`config.mk`:
```
export PLATFORM = sky130hd
export DESIGN_NAME = mvm_ctrl_flat
export DESIGN_NICKNAME = d
export VERILOG_FILES = /design/src/rtl/mvm_ctrl_if.sv /design/src/rtl/mvm_ctrl.sv /design/src/flat_wrapper.sv
export SDC_FILE = /design/constraint.sdc
export NUM_CORES = 1
export LEC_CHECK = 0
export ABC_AREA = 1
export CAP_MARGIN = 20
export CELL_PAD_IN_SITES_DETAIL_PLACEMENT = 0
export CELL_PAD_IN_SITES_GLOBAL_PLACEMENT = 2
export CORE_UTILIZATION = 31
export CTS_BUF_LIST = sky130_fd_sc_hd__clkbuf_2 sky130_fd_sc_hd__clkbuf_4 sky130_fd_sc_hd__clkbuf_8
export DETAILED_ROUTE_END_ITERATION = 8
export PLACE_DENSITY = 0.79
export SETUP_SLACK_MARGIN = 0.5
export SLEW_MARGIN = 20
export SYNTH_ARGS = -nofsm -noshare
export SYNTH_HDL_FRONTEND = slang
export SYNTH_SLANG_ARGS = --single-unit
```
`constraint.sdc`:
```
create_clock -name clk -period 2.5 [get_ports clk]
set_input_delay 0.375 -clock clk [delete_from_list [all_inputs] [get_ports clk]]
set_output_delay 0.375 -clock clk [all_outputs]
set_load 0.02 [all_outputs]
```
`src/rtl/mvm_ctrl_if.sv`:
```
`default_nettype none
// ============================================================================
//  Module   : mvm_ctrl_if
//  Purpose  : Stream handshakes and memory/accumulator controls between the
//             MVM controller and its datapath.
//  Revision : 1.0  initial release
// ============================================================================
interface mvm_ctrl_if #(
    parameter int SIZE = 3
);
    localparam int c_aw_m = $clog2(SIZE * SIZE);
    localparam int c_aw_x = $clog2(SIZE);

    logic              s_valid;
    logic              s_ready;
    logic              m_valid;
    logic              m_ready;
    logic              wr_en_m;
    logic              wr_en_x;
    logic [c_aw_m-1:0] addr_m;
    logic [c_aw_x-1:0] addr_x;
    logic              clear_acc;
    logic              en_acc;

    // Controller side
    modport master (
        input  s_valid,
        input  m_ready,
        output s_ready,
        output m_valid,
        output wr_en_m,
        output wr_en_x,
        output addr_m,
        output addr_x,
        output clear_acc,
        output en_acc
    );

    // Datapath / stream-partner side
    modport slave (
        output s_valid,
        output m_ready,
        input  s_ready,
        input  m_valid,
        input  wr_en_m,
        input  wr_en_x,
        input  addr_m,
        input  addr_x,
        input  clear_acc,
        input  en_acc
    );
endinterface
`default_nettype wire

```
`src/rtl/mvm_ctrl.sv`:
```
`default_nettype none
// ============================================================================
//  Module   : mvm_ctrl
//  Purpose  : Sequencer for the matrix-vector multiply datapath: loads the
//             matrix and vector, walks the dot products, hands out results.
//  Revision : 1.0  initial release
// ============================================================================
module mvm_ctrl #(
    parameter int SIZE = 3
) (
    input  wire logic   clk,
    input  wire logic   reset,
    mvm_ctrl_if.master  bus
);
    localparam int c_aw_m = $clog2(SIZE * SIZE);
    localparam int c_aw_x = $clog2(SIZE);
    localparam int c_cw   = $clog2(SIZE * SIZE + SIZE);

    localparam logic [c_cw-1:0]   c_n_mat     = c_cw'(SIZE * SIZE);
    localparam logic [c_cw-1:0]   c_last_load = c_cw'(SIZE * SIZE + SIZE - 1);
    localparam logic [c_aw_x-1:0] c_last_idx  = c_aw_x'(SIZE - 1);

    typedef enum logic [1:0] {
        S_LOAD    = 2'd0,
        S_COMPUTE = 2'd1,
        S_DRAIN   = 2'd2,
        S_OUTPUT  = 2'd3
    } state_t;

    state_t            r_state;
    logic [c_cw-1:0]   r_load_cnt;
    logic [c_aw_x-1:0] r_row;
    logic [c_aw_x-1:0] r_col;

    state_t            w_state_nx;
    logic [c_cw-1:0]   w_load_cnt_nx;
    logic [c_aw_x-1:0] w_row_nx;
    logic [c_aw_x-1:0] w_col_nx;

    logic              w_s_ready;
    logic              w_m_valid;
    logic              w_wr_en_m;
    logic              w_wr_en_x;
    logic [c_aw_m-1:0] w_addr_m;
    logic [c_aw_x-1:0] w_addr_x;
    logic              w_clear_acc;
    logic              w_en_acc;

    logic              w_load_is_mat;
    logic [c_aw_m-1:0] w_rc_addr;
    logic [c_aw_x-1:0] w_vec_addr;

    assign w_load_is_mat = (r_load_cnt < c_n_mat);
    assign w_rc_addr     = c_aw_m'(int'(r_row) * SIZE + int'(r_col));
    assign w_vec_addr    = c_aw_x'(r_load_cnt - c_n_mat);

    always_ff @(posedge clk or posedge reset) begin
        if (reset) begin
            r_state    <= S_LOAD;
            r_load_cnt <= '0;
            r_row      <= '0;
            r_col      <= '0;
        end else begin
            r_state    <= w_state_nx;
            r_load_cnt <= w_load_cnt_nx;
            r_row      <= w_row_nx;
            r_col      <= w_col_nx;
        end
    end

    always_comb begin
        w_state_nx    = r_state;
        w_load_cnt_nx = r_load_cnt;
        w_row_nx      = r_row;
        w_col_nx      = r_col;
        w_s_ready     = 1'b0;
        w_m_valid     = 1'b0;
        w_wr_en_m     = 1'b0;
        w_wr_en_x     = 1'b0;
        w_clear_acc   = 1'b0;
        w_en_acc      = 1'b0;
        w_addr_m      = w_rc_addr;
        w_addr_x      = r_col;

        case (r_state)
            S_LOAD: begin
                w_s_ready = 1'b1;
                // Unused address held at 0 so neither bus is X-free only by luck
                w_addr_m  = w_load_is_mat ? r_load_cnt[c_aw_m-1:0] : '0;
                w_addr_x  = w_load_is_mat ? '0 : w_vec_addr;
                if (bus.s_valid) begin
                    w_wr_en_m = w_load_is_mat;
                    w_wr_en_x = !w_load_is_mat;
                    if (r_load_cnt == c_last_load) begin
                        w_state_nx    = S_COMPUTE;
                        w_load_cnt_nx = '0;
                        w_row_nx      = '0;
                        w_col_nx      = '0;
                    end else begin
                        w_load_cnt_nx = r_load_cnt + 1'b1;
                    end
                end
            end

            S_COMPUTE: begin
                // First column of a row restarts the sum; the product it
                // fetches is added one cycle later once the read returns.
                w_clear_acc = (r_col == '0);
                w_en_acc    = (r_col != '0);
                if (r_col == c_last_idx) begin
                    w_state_nx = S_DRAIN;
                    w_col_nx   = '0;
                end else begin
                    w_col_nx   = r_col + 1'b1;
                end
            end

            S_DRAIN: begin
                w_en_acc   = 1'b1;
                w_state_nx = S_OUTPUT;
            end

            S_OUTPUT: begin
                w_m_valid = 1'b1;
                if (bus.m_ready) begin
                    if (r_row == c_last_idx) begin
                        w_state_nx    = S_LOAD;
                        w_load_cnt_nx = '0;
                        w_row_nx      = '0;
                        w_col_nx      = '0;
                    end else begin
                        w_state_nx = S_COMPUTE;
                        w_row_nx   = r_row + 1'b1;
                        w_col_nx   = '0;
                    end
                end
            end

            default: begin
                w_state_nx = S_LOAD;
            end
        endcase
    end

    assign bus.s_ready   = w_s_ready;
    assign bus.m_valid   = w_m_valid;
    assign bus.wr_en_m   = w_wr_en_m;
    assign bus.wr_en_x   = w_wr_en_x;
    assign bus.addr_m    = w_addr_m;
    assign bus.addr_x    = w_addr_x;
    assign bus.clear_acc = w_clear_acc;
    assign bus.en_acc    = w_en_acc;

endmodule
`default_nettype wire

```
`src/flat_wrapper.sv`:
```
// flat-port wrapper written by rule: the top's interface ports become plain ports
module mvm_ctrl_flat 
#(
    parameter int SIZE = 3
)
  (clk, reset, bus_s_valid, bus_m_ready, bus_s_ready, bus_m_valid, bus_wr_en_m, bus_wr_en_x, bus_addr_m, bus_addr_x, bus_clear_acc, bus_en_acc);
  mvm_ctrl_if #(.SIZE(SIZE)) bus_i ();
  input  wire logic clk;
  input  wire logic reset;
  input wire logic [$bits(bus_i.s_valid)-1:0] bus_s_valid;
  input wire logic [$bits(bus_i.m_ready)-1:0] bus_m_ready;
  output wire logic [$bits(bus_i.s_ready)-1:0] bus_s_ready;
  output wire logic [$bits(bus_i.m_valid)-1:0] bus_m_valid;
  output wire logic [$bits(bus_i.wr_en_m)-1:0] bus_wr_en_m;
  output wire logic [$bits(bus_i.wr_en_x)-1:0] bus_wr_en_x;
  output wire logic [$bits(bus_i.addr_m)-1:0] bus_addr_m;
  output wire logic [$bits(bus_i.addr_x)-1:0] bus_addr_x;
  output wire logic [$bits(bus_i.clear_acc)-1:0] bus_clear_acc;
  output wire logic [$bits(bus_i.en_acc)-1:0] bus_en_acc;
  assign bus_i.s_valid = bus_s_valid;
  assign bus_i.m_ready = bus_m_ready;
  assign bus_s_ready = bus_i.s_ready;
  assign bus_m_valid = bus_i.m_valid;
  assign bus_wr_en_m = bus_i.wr_en_m;
  assign bus_wr_en_x = bus_i.wr_en_x;
  assign bus_addr_m = bus_i.addr_m;
  assign bus_addr_x = bus_i.addr_x;
  assign bus_clear_acc = bus_i.clear_acc;
  assign bus_en_acc = bus_i.en_acc;
  mvm_ctrl #(.SIZE(SIZE)) u_core (.clk(clk), .reset(reset), .bus(bus_i));
endmodule
```
== Yosys cells after proc, flatten, opt, wreduce, memory -nomap -nowiden ==
Index checks and enable logic that the tools add are counted.
Widths: inputs -> output; s select.

* Register bits: 10
* Input port bits: 4
* Output and inout port bits: 12
* Word-level logic and storage cells: 63

* Add/subtract/negate cells: 5
* Multiply operators: 1
* Order comparisons: 1
* Equality and inequality tests: 11
* Multiplexer cells: 31
* Reductions and logical operators: 10

{| class="wikitable"
|+ Operator list
! cell !! number
|-
| $mux 2 || 12
|-
| $mux 4 || 6
|-
| $reduce_and 4->1 || 4
|-
| $eq 2x2->1 const B || 4
|-
| $mux 1 || 8
|-
| $pmux 2 s4 || 1
|-
| $pmux 4 s2 || 1
|-
| $ne 2x1->1 const B || 3
|-
| $pmux 2 s3 || 1
|-
| $add 2x1->2 const B || 2
|-
| $add 4x1->4 const B || 1
|-
| $add 4x3->4 || 1
|-
| $eq 4x4->1 const B || 1
|-
| $logic_not 2->1 || 2
|-
| $lt 4x4->1 const B || 1
|-
| $mul 2x2->4 const B || 1
|-
| $ne 2x2->1 const B || 2
|-
| $pmux 2 s2 || 1
|-
| $reduce_bool 2->1 || 2
|-
| $reduce_bool 3->1 || 1
|-
| $eq 2x1->1 const B || 1
|-
| $pmux 1 s2 || 1
|-
| $sub 2x1->2 const B || 1
|-
| $logic_not 1->1 || 1
|}

== Logic depth before layout (Yosys ltp) ==
Gate-level depths: netlist (run 1).

* Depth in word-level cells: 4
* Mapped depth: 9
* Mapped depth without buffers: 9

== Worst setup path after synthesis (run 1) ==
Ideal clock, no wire load.

* Path kind: reg2out
* Start: register u_core.r_col[1]
* End: output port bus_addr_m[2]
* Arrival: 1.928 ns
* Data required time: 2.125 ns
* Setup slack: 0.197 ns
* Stages on the path, launching flop included: 8
* Path buffers: 0
* Cell sequence: dfrtp_1 -> inv_1 -> fa_1 -> inv_1 -> ha_1 -> fa_1 -> nand2_1 -> o21ai_0

* Longest elaborated chain between the ends: 2

{| class="wikitable"
|+ RTL lines
! item !! line !! source
|-
| start, declared || mvm_ctrl.sv:33 || <nowiki>logic [c_aw_x-1:0] r_col;</nowiki>
|-
| start signal, assigned || mvm_ctrl.sv:67 || <nowiki>r_col <= w_col_nx;</nowiki>
|-
| $add 4x3->4 || mvm_ctrl.sv:54 || <nowiki>assign w_rc_addr = c_aw_m'(int'(r_row) * SIZE + int'(r_col));</nowiki>
|-
| $mux 4 || mvm_ctrl.sv:85 || <nowiki>case (r_state)</nowiki>
|-
| end, declared || flat_wrapper.sv:16 || <nowiki>output wire logic [$bits(bus_i.addr_m)-1:0] bus_addr_m;</nowiki>
|}

Every way passes these cells.

== Worst setup path after layout (run 1) ==
Ends and elaborated chain as after synthesis.

==> metrics, run 1 <==
syn_nets 144; worst slew pin tran 405 ps; Reg2Reg Setup Slack 970 ps; top cell type's share of synthesized area 0.262; Max Cap Viol 0; vias in the first global route 933; CTS Buffer Depth 2; register bit total from synthesis 10; # fillers 310; post-synth top area cell dfrtp_1; DRT Pass-1 Iters 6; clock root buffer clkbuf_4; final hold vios 0; antenna cells 0; failing checks DRC, setup timing; All-Layer GR Usage 0.160; Synth Flop Type dfrtp_1; synthesized area 953 µm²; met2 usage in global routing 0.266; Worst Setup Start Kind register; CP max FO 2; dpl cell area 0.00120 mm²; VDD IR max 0.548 mV; global route hottest layer met2; ratio of cells with drive above 1 in the final layout 0.380; starting DRC count in detailed routing 22; Max Fclk 397 MHz; Yosys warning count 0; vias per cell 4.66; # IOs 16; Lkg Pwr 0.653 nW; Via Count 880; area of the multi-input gates 658 µm²; Min-Delay Path Class in -> async; final core occ 0.453; R2R cell count 9; final instance area 0.00128 mm²; Synth area leaders dfrtp_1, ha_1, nand2_1; fin crit period 2520 ps; CTS Buf Count 3; relative slew slack 0.730; first-pass GRT wire length 4080 µm; Cells after Synth 127; met3 usage 0.0317; Die Wd 57.5 µm; Worst-path clk slew 80 ps; Final setup viols 1; die footprint 0.00330 mm²; Setup Skew 5.00 ps; core area 0.00283 mm²; area delta synth->final 34.5%; drt drc 2; Synth Area per Inst 7.51 µm²; distinct cell type count of the synthesized netlist 23; crit path kind reg -> out; setup ws final -21.7 ps; asr flop ratio synth 1.00; clk sinks 10; Commonest cells post-synth nand2_1, inv_1, ha_1; met1 usage 0.209; initial antenna violation count 0; maximum number of pins on one net before global-route repair 11; Routed wire per std cell 12.4 µm; number of buffers added on ports 15; outcome finished with violations; sequential cell area fraction in the yosys report 0.262; clock latency on the worst-skew pair 270 ps; unrepaired setup endpoints after global routing true; CP Data Required Time 2120 ps; CTS H-tree depth 1; Die Ht 57.5 µm; Final period util 1.01; Slew Viols, Final 0; number of synthesized flops with an enable pin 0; CP endpoint kind output port; Post-Route WL 2340 µm; register area 253 µm²; Detail Placement HPWL 1910 µm; final net count 176; # rows 19; Starting Density 0.337; crit path DAT 2150 ps; GPL Wtd Cong 0.813; gr ovfl total 0; P per Cell Area 1470 mW/mm²; CTS tree yes; most frequent cell after synthesis nand2_1; DRT antenna net count 0
-- layout make-up --
type,instances,area share
clock buffer,4,0.0283
timing repair buffer,29,0.167
multi-input combinational,93,0.513
tap,31,0.0302
sequential,10,0.197
inverter,22,0.0644
-- path summary, 6_finish.rpt --
path                                   endpoint                 start
max                               bus_addr_m[2]       u_core.r_col[1]
min reg2reg                u_core.r_load_cnt[1]  u_core.r_load_cnt[1]
min in group clk           u_core.r_load_cnt[1]  u_core.r_load_cnt[1]
max reg2reg                     u_core.r_col[1]     u_core.r_state[1]
max in group asynchronous     u_core.r_state[0]                 reset
min                        u_core.r_load_cnt[1]                 reset
-- where the power goes --
group          switching, mW  leakage (nW)  total, mW  internal, mW
logic                  0.838         0.505       1.41         0.574
registers             0.0841         0.127      0.323         0.239
clock network         0.0613        0.0210      0.150        0.0884
-- logic make-up (layout without fill, tap and decap cells) --
group                    Yosys count  after routing  synth area share
AO/OA/AOI/OAI                     15             15             0.110
XOR/XNOR                           1              1           0.00919
adder cells (fa/ha/maj)           13             13             0.186
buffers and inverters             24             55             0.110
flip-flops                        10             10             0.262
AND/OR/NAND/NOR                   64             64             0.322
-- sequential cells by signal (all words and copies together) (netlist names) --
name,flops
u_core.r_col,2
u_core.r_load_cnt,4
u_core.r_row,2
u_core.r_state,2
-- per-stage QoR --
| stage | power [mW] | setup TNS (ps) | setup slack [ps] | instances | hold WS [ps] |
|---|---|---|---|---|---|
| 2_1_floorplan | 1.22 | 0 | 339 | 127 | 215 |
| 3_3_place_gp | 1.66 | -317 | -217 | 179 | 536 |
| 3_5_place_dp | 1.67 | -369 | -244 | 179 | 540 |
| 4_1_cts | 1.91 | -50.7 | -31.9 | 187 | 415 |
| 5_1_grt | 2.07 | -186 | -100 | 189 | 431 |
| 6_report | 1.88 | -21.7 | -21.7 | 189 | 387 |
-- timing repair --
| action | 4_1_cts | 5_1_grt |
|---|---|---|
| setup endpoints to repair | 12 | 10 |
| buffers inserted | 4 | 2 |
| gates resized for setup | 56 | 8 |
| hold buffers | 0 | 0 |
| endpoints found under the hold margin | 0 | 0 |
| pin swaps | 1 | 1 |
-- layer usage --
metal	share of wire	wire, µm	vias to the layer above
met3	0.047	109	2
met4	0.0068	16	0
met2	0.46	1080	14
met5	0	0	-
met1	0.48	1130	397
li1	-	-	467
-- worst max-delay path, stage by stage, from the launching register on --
cell,delay [ps]
dfrtp_1,360
inv_2,50
fa_1,540
inv_2,50
ha_4,150
fa_1,480
nand2_2,60
o21ai_4,60
buf_6,130
-- cells in the final DEF, fill, tap and decap left out, types with 2 or more instances in the layout --
master / instances
a21boi_0: 2
buf_2: 5
buf_4: 17
clkbuf_2: 2
clkbuf_4: 3
clkdlybuf4s50_1: 4
dfrtp_1: 8
dfrtp_2: 2
fa_1: 2
ha_1: 7
ha_4: 3
inv_1: 12
inv_2: 10
nand2_1: 33
nand2_2: 3
nand2_4: 2
nand3_1: 9
nand4_1: 4
nor2_1: 8
nor2_2: 2
o21ai_0: 3
o21ai_2: 4
o22ai_1: 2
Power figures use the tool's default switching activity.
==> inputs of run 2 (changes only) <==
- clock period: 2.5 -> 2.4 ns (I/O delays scaled with it)
==> run 2 against run 1 <==
Global-route usage increased by 0.71 points. Largest cell class unchanged. Worst setup slack got worse by 99 ps. Critical path type unchanged. Die area unchanged. The run still ends with DRC, setup timing left. Clock skew about the same. Sequential power decreased by 6%. Flip-flop and latch count unchanged. Hold slack got worse by 7.5 ps.
==> metrics, run 2 (synthesized netlist as in run 1, its figures left out) <==
outcome finished with violations (unchanged); failing checks DRC, setup timing (unchanged); area delta synth->final 32.4% (was 34.5%); CP Data Required Time 2040 ps (was 2120 ps); Worst Setup Start Kind register (unchanged); clk sinks 10 (unchanged); Detail Placement HPWL 1920 µm (was 1910 µm); commonest non-fill, non-tap cell in the layout nand2_1 (unchanged); Die Wd 57.5 µm (unchanged); R2R cell count 8 (was 9); Max Cap Viol 0 (unchanged); crit path DAT 2160 ps (was 2150 ps); CTS H-tree depth 1 (unchanged); Post-Route WL 2430 µm (was 2340 µm); CTS Buf Count 3 (unchanged); GPL Wtd Cong 0.768 (was 0.813); unrepaired setup endpoints after global routing true (unchanged); WP buf/inv 3 (unchanged); relative slew slack 0.728 (was 0.730); Min-Delay Path Class in -> async (unchanged); worst slew pin tran 407 ps (was 405 ps); Via Count 885 (was 880); commonest cells after routing, fill and taps aside nand2_1, buf_4, inv_1, inv_2, dfrtp_1 (was nand2_1, buf_4, inv_1, inv_2, nand3_1); Final period util 1.05; initial antenna violation count 0 (unchanged); most flop-heavy register u_core.r_load_cnt (unchanged); antenna cells 0 (unchanged); Slew Viols, Final 0 (unchanged); final net count 176 (unchanged); first-pass GRT wire length 4200 µm (was 4080 µm); starting DRC count in detailed routing 12 (was 22); vias in the first global route 915 (was 933); CTS Buffer Depth 2 (unchanged); fin crit period 2520 ps; area of the multi-input gates 647 µm² (was 658 µm²); register area 250 µm² (was 253 µm²); clock root buffer clkbuf_4 (unchanged); max reg flops 4 (unchanged); reg2reg end u_core.r_col[1] (unchanged); Die Ht 57.5 µm (unchanged); P per Cell Area 1520 mW/mm² (was 1470 mW/mm²); Reg2Reg Setup Slack 960 ps (was 970 ps); final instance area 0.00126 mm² (was 0.00128 mm²); CP endpoint kind output port (unchanged); Starting Density 0.337 (unchanged); DRT antenna net count 0 (unchanged); # rows 19 (unchanged); Routed wire per std cell 12.9 µm (was 12.4 µm); final hold vios 0 (unchanged); number of buffers added on ports 15 (unchanged); # fillers 300 (was 310); VDD IR max 0.568 mV (was 0.548 mV); die footprint 0.00330 mm² (unchanged); CTS tree yes (unchanged); CP Cell Sequence inv_2 > fa_1 > inv_2 > ha_4 > fa_1 > nand2_2 > o21ai_4 > buf_6 (unchanged); CP max FO 2 (unchanged); Lkg Pwr 0.651 nW (was 0.653 nW); All-Layer GR Usage 0.168 (was 0.160); DRT Pass-1 Iters 6 (unchanged); gr ovfl total 0 (unchanged); setup ws final -120 ps (was -21.7 ps); Setup Skew 4.89 ps (was 5.00 ps); Final setup viols 2 (was 1); core area 0.00283 mm² (unchanged); Critical-path top delay cell fa_1 (unchanged); maximum number of pins on one net before global-route repair 11 (unchanged); cell family with most CP delay adder cells (unchanged); Worst-path clk slew 70 ps (was 80 ps); ratio of cells with drive above 1 in the final layout 0.357 (was 0.380); crit path kind reg -> out (unchanged); # IOs 16 (unchanged); Max Fclk 397 MHz; reg2reg start u_core.r_state[0] (was u_core.r_state[1]); setup TNS -208 ps (was -21.7 ps); dpl cell area 0.00120 mm² (about the same); Max stage delay on crit path 560 ps (was 540 ps); vias per cell 4.71 (was 4.66); drt drc 2 (unchanged); clock latency on the worst-skew pair 260 ps (was 270 ps)
[run 2: cell type report]
cell class,instances,share of cell area
Multi-Input combinational cell,93,0.512
Sequential cell,10,0.198
Timing Repair Buffer,29,0.175
Inverter,22,0.0654
Tap cell,31,0.0307
Clock buffer,3,0.0178
[run 2: stage by stage]
step	worst slack, ps	total power [mW]	hold WS (ps)	std cells	util
floorplan	254	1.28	200	127	-
global placement	-300	1.74	537	180	0.425
detailed placement	-363	1.76	549	180	0.425
CTS	-147	1.94	395	188	0.448
global route	-189	2.11	424	188	0.446
finish	-120	1.92	379	188	0.446
[run 2: worst max path at each step]
stage                     from            end  cells past startpoint
2_1_floorplan  u_core.r_col[1]  bus_addr_m[2]                      7
3_3_place_gp   u_core.r_col[1]  bus_addr_m[2]                      8
3_5_place_dp   u_core.r_col[1]  bus_addr_m[2]                      8
4_1_cts        u_core.r_col[1]  bus_addr_m[2]                      8
5_1_grt        u_core.r_col[1]  bus_addr_m[2]                      8
6_report       u_core.r_col[1]  bus_addr_m[2]                      8
[run 2: layer usage]
layer,GRT usage,vias to the layer above,wire [µm]
li1,-,463,-
met1,0.222,407,1180
met2,0.281,13,1140
met3,0.0249,2,86
met4,0.0523,0,16
met5,0,-,0
[run 2: power breakdown]
| group | switching, mW | total [mW] | internal, mW |
|---|---|---|---|
| clock | 0.0567 | 0.115 | 0.0578 |
| combinational | 0.895 | 1.50 | 0.607 |
| sequential | 0.0593 | 0.305 | 0.246 |
[run 2: repair_timing]
item | 4_1_cts | 5_1_grt
hold buffers | 0 | 0
pin swaps | 1 | 1
buffers inserted | 5 | 0
endpoints found under the setup margin | 12 | 11
resized for setup | 49 | 11
==> inputs of run 3 (changes only) <==
- ABC_AREA: 1 -> 0
- CORE_UTILIZATION: 31 -> 33
==> run 3 against run 2 <==
The run ends with setup timing left. Fmax decreased by 0.86%. Global-route usage up 0.050 points. Sequential power shrank 3%. Via count decreased by 8.0%. Routed wire length shrank 5.8%. Critical path depth is the same. Cell count shrank 12%. Hold slack better by 12 ps. Largest power group unchanged.
==> metrics, run 3 <==
gr ovfl total 0 (unchanged); Clock power frac 0.059 (was 0.060); Synth Area per Inst 9.18 µm² (was 7.51 µm²); Routed wire per std cell 13.8 µm (was 12.9 µm); mux cell area share after synthesis 0.0487 (was 0); Psw 876 µW (was 1.01 mW); DRT antenna net count 0 (unchanged); unrepaired setup endpoints after global routing true (unchanged); failing checks setup timing (was DRC, setup timing); commonest non-fill, non-tap cell in the layout buf_4 (was nand2_1); Starting Density 0.357 (was 0.337); initial antenna violation count 0 (unchanged); Pint 1.09 mW (was 911 µW); share of power burned in registers 0.150 (was 0.159); final hold vios 0 (unchanged); commonest cells after routing, fill and taps aside buf_4, inv_2, dfrtp_1, ha_1, o21ai_1 (was nand2_1, buf_4, inv_1, inv_2, dfrtp_1); area share of and/or/nand/nor cells after synthesis 0.193 (was 0.322); logic gate share of total power 0.790 (was 0.782); clock root buffer clkbuf_4 (unchanged); Lkg Pwr 0.678 nW (was 0.651 nW); All-Layer GR Usage 0.168 (about the same); sequential cell area fraction in the yosys report 0.278 (was 0.262); Via Count 814 (was 885); maximum number of pins on one net before global-route repair 13 (was 11); drt drc 0 (was 2); Cells after Synth 98 (was 127); vias per cell 4.90 (was 4.71); area of the multi-input gates 677 µm² (was 647 µm²); Compound-Gate Fraction of Synth Area 0.185 (was 0.110); GPL Wtd Cong 0.779 (was 0.768); Setup Skew 2.94 ps (was 4.89 ps); Final setup viols 2 (unchanged); WP buf/inv 4 (was 3); total power 1.96 mW (was 1.92 mW); cell mode on critical path inv_2; Commonest cells post-synth inv_1, ha_1, dfrtp_1 (was nand2_1, inv_1, ha_1); synthesized area 900 µm² (was 953 µm²); Final period util 1.06 (was 1.05); DRT Pass-1 Iters 4 (was 6); clock latency on the worst-skew pair 260 ps (about the same); final net count 155 (was 176); CP endpoint kind output port (unchanged); Placed Cells incl. Taps 149 (was 180); syn_nets 115 (was 144); starting DRC count in detailed routing 10 (was 12); most frequent cell after synthesis inv_1 (was nand2_1); die footprint 0.00294 mm² (was 0.00330 mm²); cell family with most CP delay adder cells (unchanged); Finished Layout Cells 166 (was 188); fin crit period 2540 ps (was 2520 ps); outcome finished with violations (unchanged); worst slew pin tran 439 ps (was 407 ps); # IOs 16 (unchanged); area delta synth->final 52.3% (was 32.4%); Max Cap Viol 0 (unchanged); Critical-path top delay cell fa_1 (unchanged); Detail Placement HPWL 1620 µm (was 1920 µm); Synth Area in Adders 0.197 (was 0.186); setup ws final -142 ps (was -120 ps); Synth area leaders dfrtp_1, ha_1, inv_1 (was dfrtp_1, ha_1, nand2_1); register area 251 µm² (was 250 µm²); Yosys warning count 0 (unchanged); Worst Setup Start Kind register (unchanged); CTS tree yes (unchanged); distinct cell type count of the synthesized netlist 34 (was 23); Die Wd 54.2 µm (was 57.5 µm); crit path DAT 2180 ps (was 2160 ps); Post-Route WL 2290 µm (was 2430 µm); Switching Share 0.446 (was 0.526); vias in the first global route 812 (was 915); register bit total from synthesis 10 (unchanged); Worst-path clk slew 70 ps (about the same); final core occ 0.543 (was 0.446); top cell type's share of synthesized area 0.278 (was 0.262); Synth Flop Type dfrtp_1 (unchanged); crit path kind reg -> out (unchanged); antenna cells 0 (unchanged); CTS Buf Count 3 (unchanged); CP max FO 2 (unchanged); Slew Viols, Final 0 (unchanged); post-synthesis xor/xnor area fraction 0 (was 0.00919); # fillers 247 (was 300); number of synthesized flops with an enable pin 0 (unchanged); combinational family with the most area after synthesis adder cells (was simple AND/OR/NAND/NOR gates); # rows 18 (was 19); number of buffers added on ports 15 (unchanged); first-pass GRT wire length 3490 µm (was 4200 µm); post-synth top area cell dfrtp_1 (unchanged); asr flop ratio synth 1.00 (unchanged); most flop-heavy register u_core.r_load_cnt (unchanged); Die Ht 54.2 µm (was 57.5 µm); CP Data Required Time 2040 ps (about the same); clk sinks 10 (unchanged); CP Cell Sequence inv_2 > fa_1 > inv_2 > ha_4 > fa_1 > inv_2 > o21ai_4 > buf_6 (was inv_2 > fa_1 > inv_2 > ha_4 > fa_1 > nand2_2 > o21ai_4 > buf_6); core area 0.00252 mm² (was 0.00283 mm²); CTS H-tree depth 1 (unchanged); Max stage delay on crit path 540 ps (was 560 ps); P per Cell Area 1430 mW/mm² (was 1520 mW/mm²); VDD IR max 0.861 mV (was 0.568 mV); CTS Buffer Depth 2 (unchanged); relative slew slack 0.707 (was 0.728); Max Fclk 393 MHz (was 397 MHz); ratio of cells with drive above 1 in the final layout 0.485 (was 0.357); Min-Delay Path Class in -> async (unchanged); max reg flops 4 (unchanged); CTS Hold Bufs 0 (unchanged)
==> run 3: cell count changes after synthesis, moves of 5 or more <==
cell     delta
nand2_1    -28
inv_2       -5
nand3_1     -5
o21ai_1     +5
==> run 3: through the flow <==
step | instance area (µm²) | setup WS [ps] | hold WS, ps | setup TNS (ps)
2_1_floorplan | 932 | 170 | 200 | 0
3_3_place_gp | 1170 | -345 | 545 | -520
3_5_place_dp | 1170 | -365 | 538 | -575
4_1_cts | 1280 | -162 | 395 | -246
5_1_grt | 1370 | -220 | 423 | -342
6_report | 1370 | -142 | 392 | -197
==> run 3: cell families after synthesis <==
group,after synthesis
mux,4
compound gates,23
simple gates,28
fa+ha+maj,13
buf+inv,20
flops,10
==> run 3: final cells by class <==
| type | instances | area share |
|---|---|---|
| Multi-Input combinational cell | 68 | 0.494 |
| Timing Repair Buffer | 39 | 0.235 |
| Sequential cell | 10 | 0.184 |
| Inverter | 16 | 0.0438 |
| Tap cell | 30 | 0.0274 |
| Clock buffer | 3 | 0.0164 |
==> run 3: worst paths after layout <==
path	from	end	slack (ps)	depth (start not counted)
max in group asynchronous	reset	u_core.r_state[1]	1680	2
worst max register to register	u_core.r_state[0]	u_core.r_col[0]	540	7
min in group clk	u_core.r_load_cnt[0]	u_core.r_load_cnt[0]	600	2
worst min register to register	u_core.r_load_cnt[0]	u_core.r_load_cnt[0]	600	2
worst max-delay path	u_core.r_col[1]	bus_addr_m[2]	-140	8
worst min-delay path	reset	u_core.r_col[0]	390	2
==> run 3: metal layers <==
metal	vias to the layer above	share of wire	track usage
li1	410	-	-
met3	2	0.033	0.0167
met2	18	0.51	0.287
met4	0	0.0057	0.0769
met1	384	0.45	0.212
met5	-	0	0
==> run 3: worst reg2reg max path: stages, from the launching register on <==
cell and delay [ps]:
dfrtp_1 410, inv_2 80, ha_4 190, buf_4 150
nor2b_4 130, a221oi_4 230, and2b_2 210, mux2_1 330
==> run 3: power groups by stage <==
stage	Sequential (mW)	Combinational (mW)	Clock, mW
finish	0.295	1.55	0.117
detailed placement	0.298	1.19	0
global route	0.306	1.69	0.125
CTS	0.299	1.36	0.120
floorplan	0.293	0.783	0
global placement	0.294	1.18	0
==> run 3: repair_timing <==
| action | in CTS | in global routing |
|---|---|---|
| endpoints found under the setup margin | 13 | 12 |
| gates resized for setup | 56 | 20 |
| pin swaps | 3 | 2 |
| setup buffers | 8 | 6 |
| gates cloned | 0 | 0 |
